**config.mk**
```make
export PLATFORM = sky130hd
export DESIGN_NAME = spi_shift_engine
export DESIGN_NICKNAME = d
export VERILOG_FILES = /design/src/rtl/spi_shift_engine.sv
export SDC_FILE = /design/constraint.sdc
export NUM_CORES = 1
export LEC_CHECK = 0
export ABC_CLOCK_PERIOD_IN_PS = 2700
export BUFFER_PORTS_ARGS = -buffer_cell sky130_fd_sc_hd__buf_4
export CORE_ASPECT_RATIO = 1.75
export CORE_MARGIN = 4
export CORE_UTILIZATION = 24
export DETAILED_ROUTE_END_ITERATION = 12
export MAX_ROUTING_LAYER = met4
export SLEW_MARGIN = 0
export SYNTH_ARGS = -nofsm -noshare
export SYNTH_HDL_FRONTEND = slang
export SYNTH_SLANG_ARGS = --single-unit
export TNS_END_PERCENT = 30
```
**constraint.sdc**
```tcl
create_clock -name CLK -period 2.7 [get_ports CLK]
set_input_delay 0.135 -clock CLK [delete_from_list [all_inputs] [get_ports CLK]]
set_output_delay 0.135 -clock CLK [all_outputs]
set_load 0.05 [all_outputs]
```
**src/rtl/spi_shift_engine.sv**
```systemverilog
// spi_shift_engine
//   Serial datapath stage behind the SPI control block. Holds one TX byte and
//   one RX byte, generates SCLK (mode 0: CPOL=0, CPHA=0), shifts MOSI out and
//   MISO in. Reports holding-register full/empty states back to the control
//   block.
//
//   Build option: define SPI_SHIFT_LSB_FIRST_EN for LSB-first shifting.
//   Timing, flags and latency are the same in both builds.
//
// Ports
//   CLK                  system clock, rising edge
//   CLR_N                asynchronous active-low reset
//   TE / RE              transmit / receive enable
//   SENDER_WRITE         pulse: load TX_DATA into the TX holding register
//   TX_DATA              byte to send
//   SENDER_FULL_STATE    TX holding register occupied
//   SENDER_EMPTY_STATE   ~SENDER_FULL_STATE
//   RECEIVER_READ        pulse: pop the RX holding register
//   RX_DATA              RX holding register contents
//   RECEIVER_FULL_STATE  RX holding register occupied
//   RECEIVER_EMPTY_STATE ~RECEIVER_FULL_STATE
//   OVERRUN              sticky: a received byte was lost (RX still full)
//   BUSY                 transfer in progress (state != IDLE)
//   SCLK / MOSI / MISO   serial interface
//
// state | meaning
// ------+---------------------------------------------------------------
// IDLE  | waiting for a start condition
// LEAD  | SCLK low, first MOSI bit set up, CLK_DIV cycles
// SHIFT | 2*DATA_W SCLK half-periods; sample on rise, shift on fall
// TRAIL | SCLK low hold, CLK_DIV cycles
// DONE  | one cycle: move RX shift into the holding register (if RE)
module spi_shift_engine #(
  parameter int DATA_W  = 8,
  parameter int CLK_DIV = 2
) (
  input  logic              CLK,
  input  logic              CLR_N,
  input  logic              TE,
  input  logic              RE,
  input  logic              SENDER_WRITE,
  input  logic [DATA_W-1:0] TX_DATA,
  output logic              SENDER_FULL_STATE,
  output logic              SENDER_EMPTY_STATE,
  input  logic              RECEIVER_READ,
  output logic [DATA_W-1:0] RX_DATA,
  output logic              RECEIVER_FULL_STATE,
  output logic              RECEIVER_EMPTY_STATE,
  output logic              OVERRUN,
  output logic              BUSY,
  output logic              SCLK,
  output logic              MOSI,
  input  logic              MISO
);

  localparam int DIV_W = (CLK_DIV > 1) ? $clog2(CLK_DIV) : 1;
  localparam int BIT_W = (DATA_W > 1) ? $clog2(DATA_W) : 1;
  localparam logic [DIV_W-1:0] DIV_LOAD = DIV_W'(CLK_DIV - 1);
  localparam logic [BIT_W-1:0] BIT_LOAD = BIT_W'(DATA_W - 1);

  typedef enum logic [2:0] {
    S_IDLE  = 3'd0,
    S_LEAD  = 3'd1,
    S_SHIFT = 3'd2,
    S_TRAIL = 3'd3,
    S_DONE  = 3'd4
  } state_t;

  state_t state, state_nxt;

  logic [DIV_W-1:0]  div_cnt;
  logic [BIT_W-1:0]  bit_cnt;
  logic              sclk_q;
  logic [DATA_W-1:0] tx_hold, tx_shift, rx_shift, rx_data_q;
  logic              tx_full, rx_full, overrun_q;

  logic div_expire, start_tx, start_rx, start;
  logic rise_tog, fall_tog, last_fall;
  logic write_ok, done_load, done_lost;

  always_comb begin
    div_expire = (div_cnt == '0);
    start_tx   = (state == S_IDLE) && TE && tx_full;
    start_rx   = (state == S_IDLE) && RE && !TE;
    start      = start_tx || start_rx;
    rise_tog   = (state == S_SHIFT) && div_expire && !sclk_q;
    fall_tog   = (state == S_SHIFT) && div_expire && sclk_q;
    last_fall  = fall_tog && (bit_cnt == '0);
    // A write landing on the cycle that empties the holding register is kept.
    write_ok   = SENDER_WRITE && (!tx_full || start_tx);
    // A read coinciding with DONE frees the slot for the new byte.
    done_load  = (state == S_DONE) && RE && (!rx_full || RECEIVER_READ);
    done_lost  = (state == S_DONE) && RE && rx_full && !RECEIVER_READ;
  end

  always_comb begin
    state_nxt = state;
    case (state)
      S_IDLE:  if (start)      state_nxt = S_LEAD;
      S_LEAD:  if (div_expire) state_nxt = S_SHIFT;
      S_SHIFT: if (last_fall)  state_nxt = S_TRAIL;
      S_TRAIL: if (div_expire) state_nxt = S_DONE;
      S_DONE:                  state_nxt = S_IDLE;
      default:                 state_nxt = S_IDLE;
    endcase
  end

  always_ff @(posedge CLK or negedge CLR_N) begin
    if (!CLR_N) state <= S_IDLE;
    else        state <= state_nxt;
  end

  // Half-period divider and bit counter
  always_ff @(posedge CLK or negedge CLR_N) begin
    if (!CLR_N) begin
      div_cnt <= '0;
      bit_cnt <= '0;
      sclk_q  <= 1'b0;
    end else begin
      if (start)
        div_cnt <= DIV_LOAD;
      else if (state == S_LEAD || state == S_SHIFT || state == S_TRAIL)
        div_cnt <= div_expire ? DIV_LOAD : div_cnt - DIV_W'(1);

      if (start)
        bit_cnt <= BIT_LOAD;
      else if (fall_tog && !last_fall)
        bit_cnt <= bit_cnt - BIT_W'(1);

      if (start)
        sclk_q <= 1'b0;
      else if (rise_tog || fall_tog)
        sclk_q <= ~sclk_q;
    end
  end

  // Shift registers. The TX register is not shifted on the final falling
  // toggle, so MOSI keeps the last data bit through TRAIL.
  always_ff @(posedge CLK or negedge CLR_N) begin
    if (!CLR_N) begin
      tx_shift <= '0;
      rx_shift <= '0;
    end else begin
      if (start_tx)
        tx_shift <= tx_hold;
      else if (start_rx)
        tx_shift <= '1;
      else if (fall_tog && !last_fall)
`ifdef SPI_SHIFT_LSB_FIRST_EN
        tx_shift <= {1'b0, tx_shift[DATA_W-1:1]};
`else
        tx_shift <= {tx_shift[DATA_W-2:0], 1'b0};
`endif

      if (rise_tog)
`ifdef SPI_SHIFT_LSB_FIRST_EN
        rx_shift <= {MISO, rx_shift[DATA_W-1:1]};
`else
        rx_shift <= {rx_shift[DATA_W-2:0], MISO};
`endif
    end
  end

  // Holding registers and flags
  always_ff @(posedge CLK or negedge CLR_N) begin
    if (!CLR_N) begin
      tx_hold   <= '0;
      tx_full   <= 1'b0;
      rx_data_q <= '0;
      rx_full   <= 1'b0;
      overrun_q <= 1'b0;
    end else begin
      if (write_ok) begin
        tx_hold <= TX_DATA;
        tx_full <= 1'b1;
      end else if (start_tx) begin
        tx_full <= 1'b0;
      end

      if (done_load) begin
        rx_data_q <= rx_shift;
        rx_full   <= 1'b1;
      end else if (RECEIVER_READ) begin
        rx_full <= 1'b0;
      end

      if (done_lost)
        overrun_q <= 1'b1;
    end
  end

  always_comb begin
    SENDER_FULL_STATE    = tx_full;
    SENDER_EMPTY_STATE   = ~tx_full;
    RX_DATA              = rx_data_q;
    RECEIVER_FULL_STATE  = rx_full;
    RECEIVER_EMPTY_STATE = ~rx_full;
    OVERRUN              = overrun_q;
    BUSY                 = (state != S_IDLE);
    SCLK                 = sclk_q;
`ifdef SPI_SHIFT_LSB_FIRST_EN
    MOSI                 = tx_shift[0];
`else
    MOSI                 = tx_shift[DATA_W-1];
`endif
  end

endmodule

```
# After elaboration in Yosys (flattened, before gate mapping)

Cells that the tools add are included.

Bitwise logic cells: 4
Muxes and demuxes: 19
Reductions and logical operators: 36
$add $sub $neg: 2
Equality and inequality tests: 8

Operators by type and width:

| cell                  | count |
|---|---|
| $mux W8               | 3 |
| $mux W3               | 6 |
| $logic_and A1 B1 Y1   | 14 |
| $pmux W3 S4           | 1 |
| $reduce_bool A2 Y1    | 5 |
| $mux W1               | 9 |
| $ne A2 B2 Y1 const B  | 4 |
| $eq A3 B2 Y1 const B  | 2 |
| $logic_not A1 Y1      | 6 |
| $logic_not A3 Y1      | 2 |
| $logic_or A1 B1 Y1    | 6 |
| $reduce_bool A3 Y1    | 2 |
| $not A1 Y1            | 4 |
| $reduce_and A4 Y1     | 1 |
| $eq A3 B1 Y1 const B  | 1 |
| $eq A3 B3 Y1 const B  | 1 |
| $sub A3 B1 Y3 const B | 1 |
| $sub A1 B1 Y1 const B | 1 |

Word-level logic and storage cells: 80
Input bits: 15
Flip-flop bits (word level): 43
Output and inout port bits: 16

# Depth between registers and ports, before layout

Word-level depth: 9
Mapped depth: 7

# Least setup slack after synthesis

Ideal clock, no wire load.

Path kind: register -> register
Start point: register state[2]
End point: register tx_shift[0]
Arrival time: 1924 ps
Clock period less this slack: 2050 ps
Cell stages (with the launch flop): 7
Data required time: 2574 ps
Path buffers: 1
Setup slack: 650 ps
Cells stage by stage: dfrtp_1 buf_6 nor3_1 inv_1 nor2_1 nor2_2 a221o_1

Longest elaborated chain between the ends: 7

Ends and longest elaborated chain:

| item                              | line | RTL |
|---|---|---|
| start, declared                   | 69   | `state_t state, state_nxt;` |
| start signal, assigned            | 110  | `else state <= state_nxt;` |
| $eq A3 B2 Y1                      | 87   | `fall_tog = (state == S_SHIFT) && div_expire && sclk_q;` |
| $logic_and A1 B1 Y1 (2 in series) | 87   |  |
| $logic_and A1 B1 Y1               | 88   | `last_fall = fall_tog && (bit_cnt == '0);` |
| $logic_not A1 Y1                  | 148  | `else if (fall_tog && !last_fall)` |
| $logic_and A1 B1 Y1               | 148  |  |
| $reduce_bool A3 Y1 (no line)      | --   |  |
| end signal, assigned              | 145  | `tx_shift <= tx_hold;` |
| end signal, assigned              | 152  | `tx_shift <= {tx_shift[DATA_W-2:0], 1'b0};` |
| end, declared                     | 74   | `logic [DATA_W-1:0] tx_hold, tx_shift, rx_shift, rx_data_q;` |

Parallel ways exist; a longest one is shown, timed or not.
A chain may end at the register's enable or synchronous reset.

# Worst setup path in the final report

Start point: register state[2]
End point: register rx_shift[4]

Longest elaborated chain between the ends: 3

Ends and longest elaborated chain:

| item                              | line | RTL |
|---|---|---|
| $eq A3 B2 Y1                      | 86   | `rise_tog = (state == S_SHIFT) && div_expire && !sclk_q;` |
| $logic_and A1 B1 Y1 (2 in series) | 86   |  |
| end signal, assigned              | 159  | `rx_shift <= {rx_shift[DATA_W-2:0], MISO};` |
| end, declared                     | 74   |  |

No other way between the ends.

==> impl_metrics.toml <==
[clocking]
worstSkewPairLatency_ps = 280
clk_pin_slew_worst_paths_ps = 60
post_cts.repair.setup_buffers = 0
tritoncts.num_buffers = 5
cts-root-buf = "clkbuf_16"
numClockSinks = 43
clock_tree.htree_level_count = 2
tritoncts = "built"
cts_max_path_buffers = 2

[final_layout]
nets = 197
post_route_cells_drive_above_1_share_pct = 37.6
area_delta_synth_final_pct = 28.5
n_fill_cell = 746
insertedDiodeCount = 0

[synthesis]
ys_ff_latch = 43
synth.top_cells.by_area = "dfrtp_1 (59%), mux2_2 (15%), o2bb2ai_1 (3.4%), nor2_1 (2.5%), a21oi_1 (1.9%)"
avgSynthCellArea_sq_um = 12.8
synthesis.yosys.warnings = 0
netlist_instances = 142
async_flop_share_pct = 100
synth_seq_area_share_pct = 59.4
post_synth_most_frequent_cells = "dfrtp_1 (43), mux2_2 (24), nor2_1 (12)"
synth_enable_flop_cells = 0
synth_most_common_cell = "dfrtp_1"
synth_area_sq_mm = 0.00181
syn_nets = 159
synth_ff_type = "dfrtp_1"
synth_top_area_share_pct = 59.4
synth_cell_types = 29
netlist.top_cell.by_area = "dfrtp_1"

[worst_setup_path]
regToRegStartpoint = "state[2]$_DFFE_PN0P_"
r2r_setup_slack_ps = 680
worst_r2r_path_depth = 3
end_kind = "flop"
worst_r2r_endpoint = "rx_shift[4]$_DFFE_PN0P_"
critical_path_required_ps = 2870
crit_type = "flop to flop"
worst-path-max-fanout = 9
worstPathArrival_ps = 2190
startpoint_type_of_the_worst_setup_path = "flop"

[global_route]
grtUsageTotal_pct = 9.19
grt_max_degree = 44
grt_antenna_before_repair = 0
first_global_vias = 1277
overflow = 0
grt_first_pass_wirelength_um = 6090

[status]
run_status = "finished, final reports clean"

[die]
core_region_area_sq_mm = 0.00728
start_util_pct = 24.9
ios = 31
floorplan.die.width_um = 73.7
die_area_sq_mm = 0.00906
die_height_um = 123
core_rows = 41

[placement]
place_congestion = 0.736
placement.io_buffers = 30
detailed_place_hpwl_um = 2650

[timing]
grt_setup_unrepaired = "false"
post-route-min-period_ps = 2020
timing.final.hold_violations = 0
finalMaxSlewViolations = 0
timing.final.setup_violations = 0
fmax_mhz = 495
whs_ps = 45.2
worst_pin_slew_ps = 536
clock_skew_ps = 2.73
fin_setup_tns_ps = 0
fin_crit_sh_pct = 74.9
relSlewSlack_pct = 64.3

[power]
p_leak_nw = 1.10
cell_area_power_density_mw_per_mm2 = 1160
max-vdd-ir-drop_v = 0.000330

[worst_hold_path]
hp-start = "SENDER_WRITE"
holdCritPathClass = "input port to flop"
worstHoldPathCells = 2
min_to = "SENDER_FULL_STATE$_DFFE_PN0P_"

[drt]
detailedRoute.firstPassIterationCount = 4
finalWirelength_um = 3570
detailroute.via_count = 1184
routed_wire_length_per_instance_um = 13.4
drc = 0
avgViaCountPerCell = 4.43
ant_nets = 0
detail_route.iter0.violations = 30

[job]
number_of_max_cap_violations = 0
-- cells in the final DEF (no fill, tap or decap), types with 4 or more instances in the layout --
cell	Yosys	final
mux2_2	24	24
a21oi_1	7	7
nand2_1	5	5
nor2_1	12	12
dfrtp_1	43	43
clkbuf_16	0	5
o21ai_0	4	4
buf_4	1	33
o2bb2ai_1	7	7
nor3_1	4	4
inv_1	7	7
-- worst max path at each step --
stage	from	cells past startpoint	slack [ps]	end
3_5_place_dp	state[2]$_DFFE_PN0P_	3	680	rx_shift[6]$_DFFE_PN0P_
5_1_grt	state[1]$_DFFE_PN0P_	5	570	tx_hold[6]$_DFFE_PN0P_
6_report	state[2]$_DFFE_PN0P_	3	680	rx_shift[4]$_DFFE_PN0P_
3_3_place_gp	state[2]$_DFFE_PN0P_	3	720	rx_shift[0]$_DFFE_PN0P_
4_1_cts	state[2]$_DFFE_PN0P_	3	680	rx_shift[1]$_DFFE_PN0P_
2_1_floorplan	state[2]$_DFFE_PN0P_	6	650	tx_shift[0]$_DFFE_PN0P_
-- repair_timing --
| action | in CTS | in global routing |
|---|---|---|
| hold buffers | 1 | 0 |
| endpoints found under the hold margin | 43 | 0 |
| gates resized for setup | 0 | 0 |
-- state kept, by name, indices dropped and copies added (netlist names) --
| signal | count |
|---|---|
| RX_DATA | 8 |
| div_cnt | 1 |
| state | 3 |
| tx_hold | 8 |
| SENDER_FULL_STATE | 1 |
| rx_shift | 8 |
| tx_shift | 8 |
| bit_cnt | 3 |
| SCLK | 1 |
| RECEIVER_FULL_STATE | 1 |
| OVERRUN | 1 |
-- per-stage QoR --
stage	setup slack, ps	area (sq um)	util, %	std cells	total power [W]
2_1_floorplan	650	1810	-	142	0.00175
3_3_place_gp	723	2140	29.4	258	0.00199
3_5_place_dp	682	2140	29.4	258	0.00203
4_1_cts	676	2330	31.9	267	0.00274
5_1_grt	570	2330	31.9	267	0.00288
6_report	679	2330	31.9	267	0.00270
-- cell type report --
| class | count | area, sq um | area share, % |
|---|---|---|---|
| Clock buffer | 6 | 139 | 5.97 |
| Clock inverter | 2 | 35.0 | 1.51 |
| Sequential cell | 43 | 1080 | 46.2 |
| Tap cell | 86 | 108 | 4.62 |
| Inverter | 7 | 26.3 | 1.13 |
| Multi-Input combinational cell | 89 | 686 | 29.5 |
| Timing Repair Buffer | 34 | 258 | 11.1 |
-- worst max-delay path, stage by stage, from the launching register on --
cell,delay (ps)
dfrtp_1,470
or4b_1,680
nor2_2,380
mux2_2,380
-- metal layers --
metal  GRT usage [%]  share of wire [%]
met4            6.46                3.9
met2            14.7                 51
met3            1.87                2.9
met5               -                  0
met1            10.0                 42
-- logic make-up (layout without fill, tap and decap cells) --
family	Yosys count	in the layout	synth area share [%]
flip-flops	43	43	59.4
AND/OR/NAND/NOR	35	35	10.2
multiplexers	25	25	15.5
AO/OA/AOI/OAI	23	23	8.84
buffers and inverters	10	49	2.76
XOR/XNOR	4	4	1.93
adder cells (fa/ha/maj)	2	2	1.38
-- report_power, final --
part / switching [W] / internal, W / leakage [nW]
registers: 0.000185 / 0.000896 / 0.530
clock network: 0.000236 / 0.000459 / 0.0868
logic: 0.000521 / 0.000404 / 0.481
No activity file was read; power rests on OpenSTA's default activity.
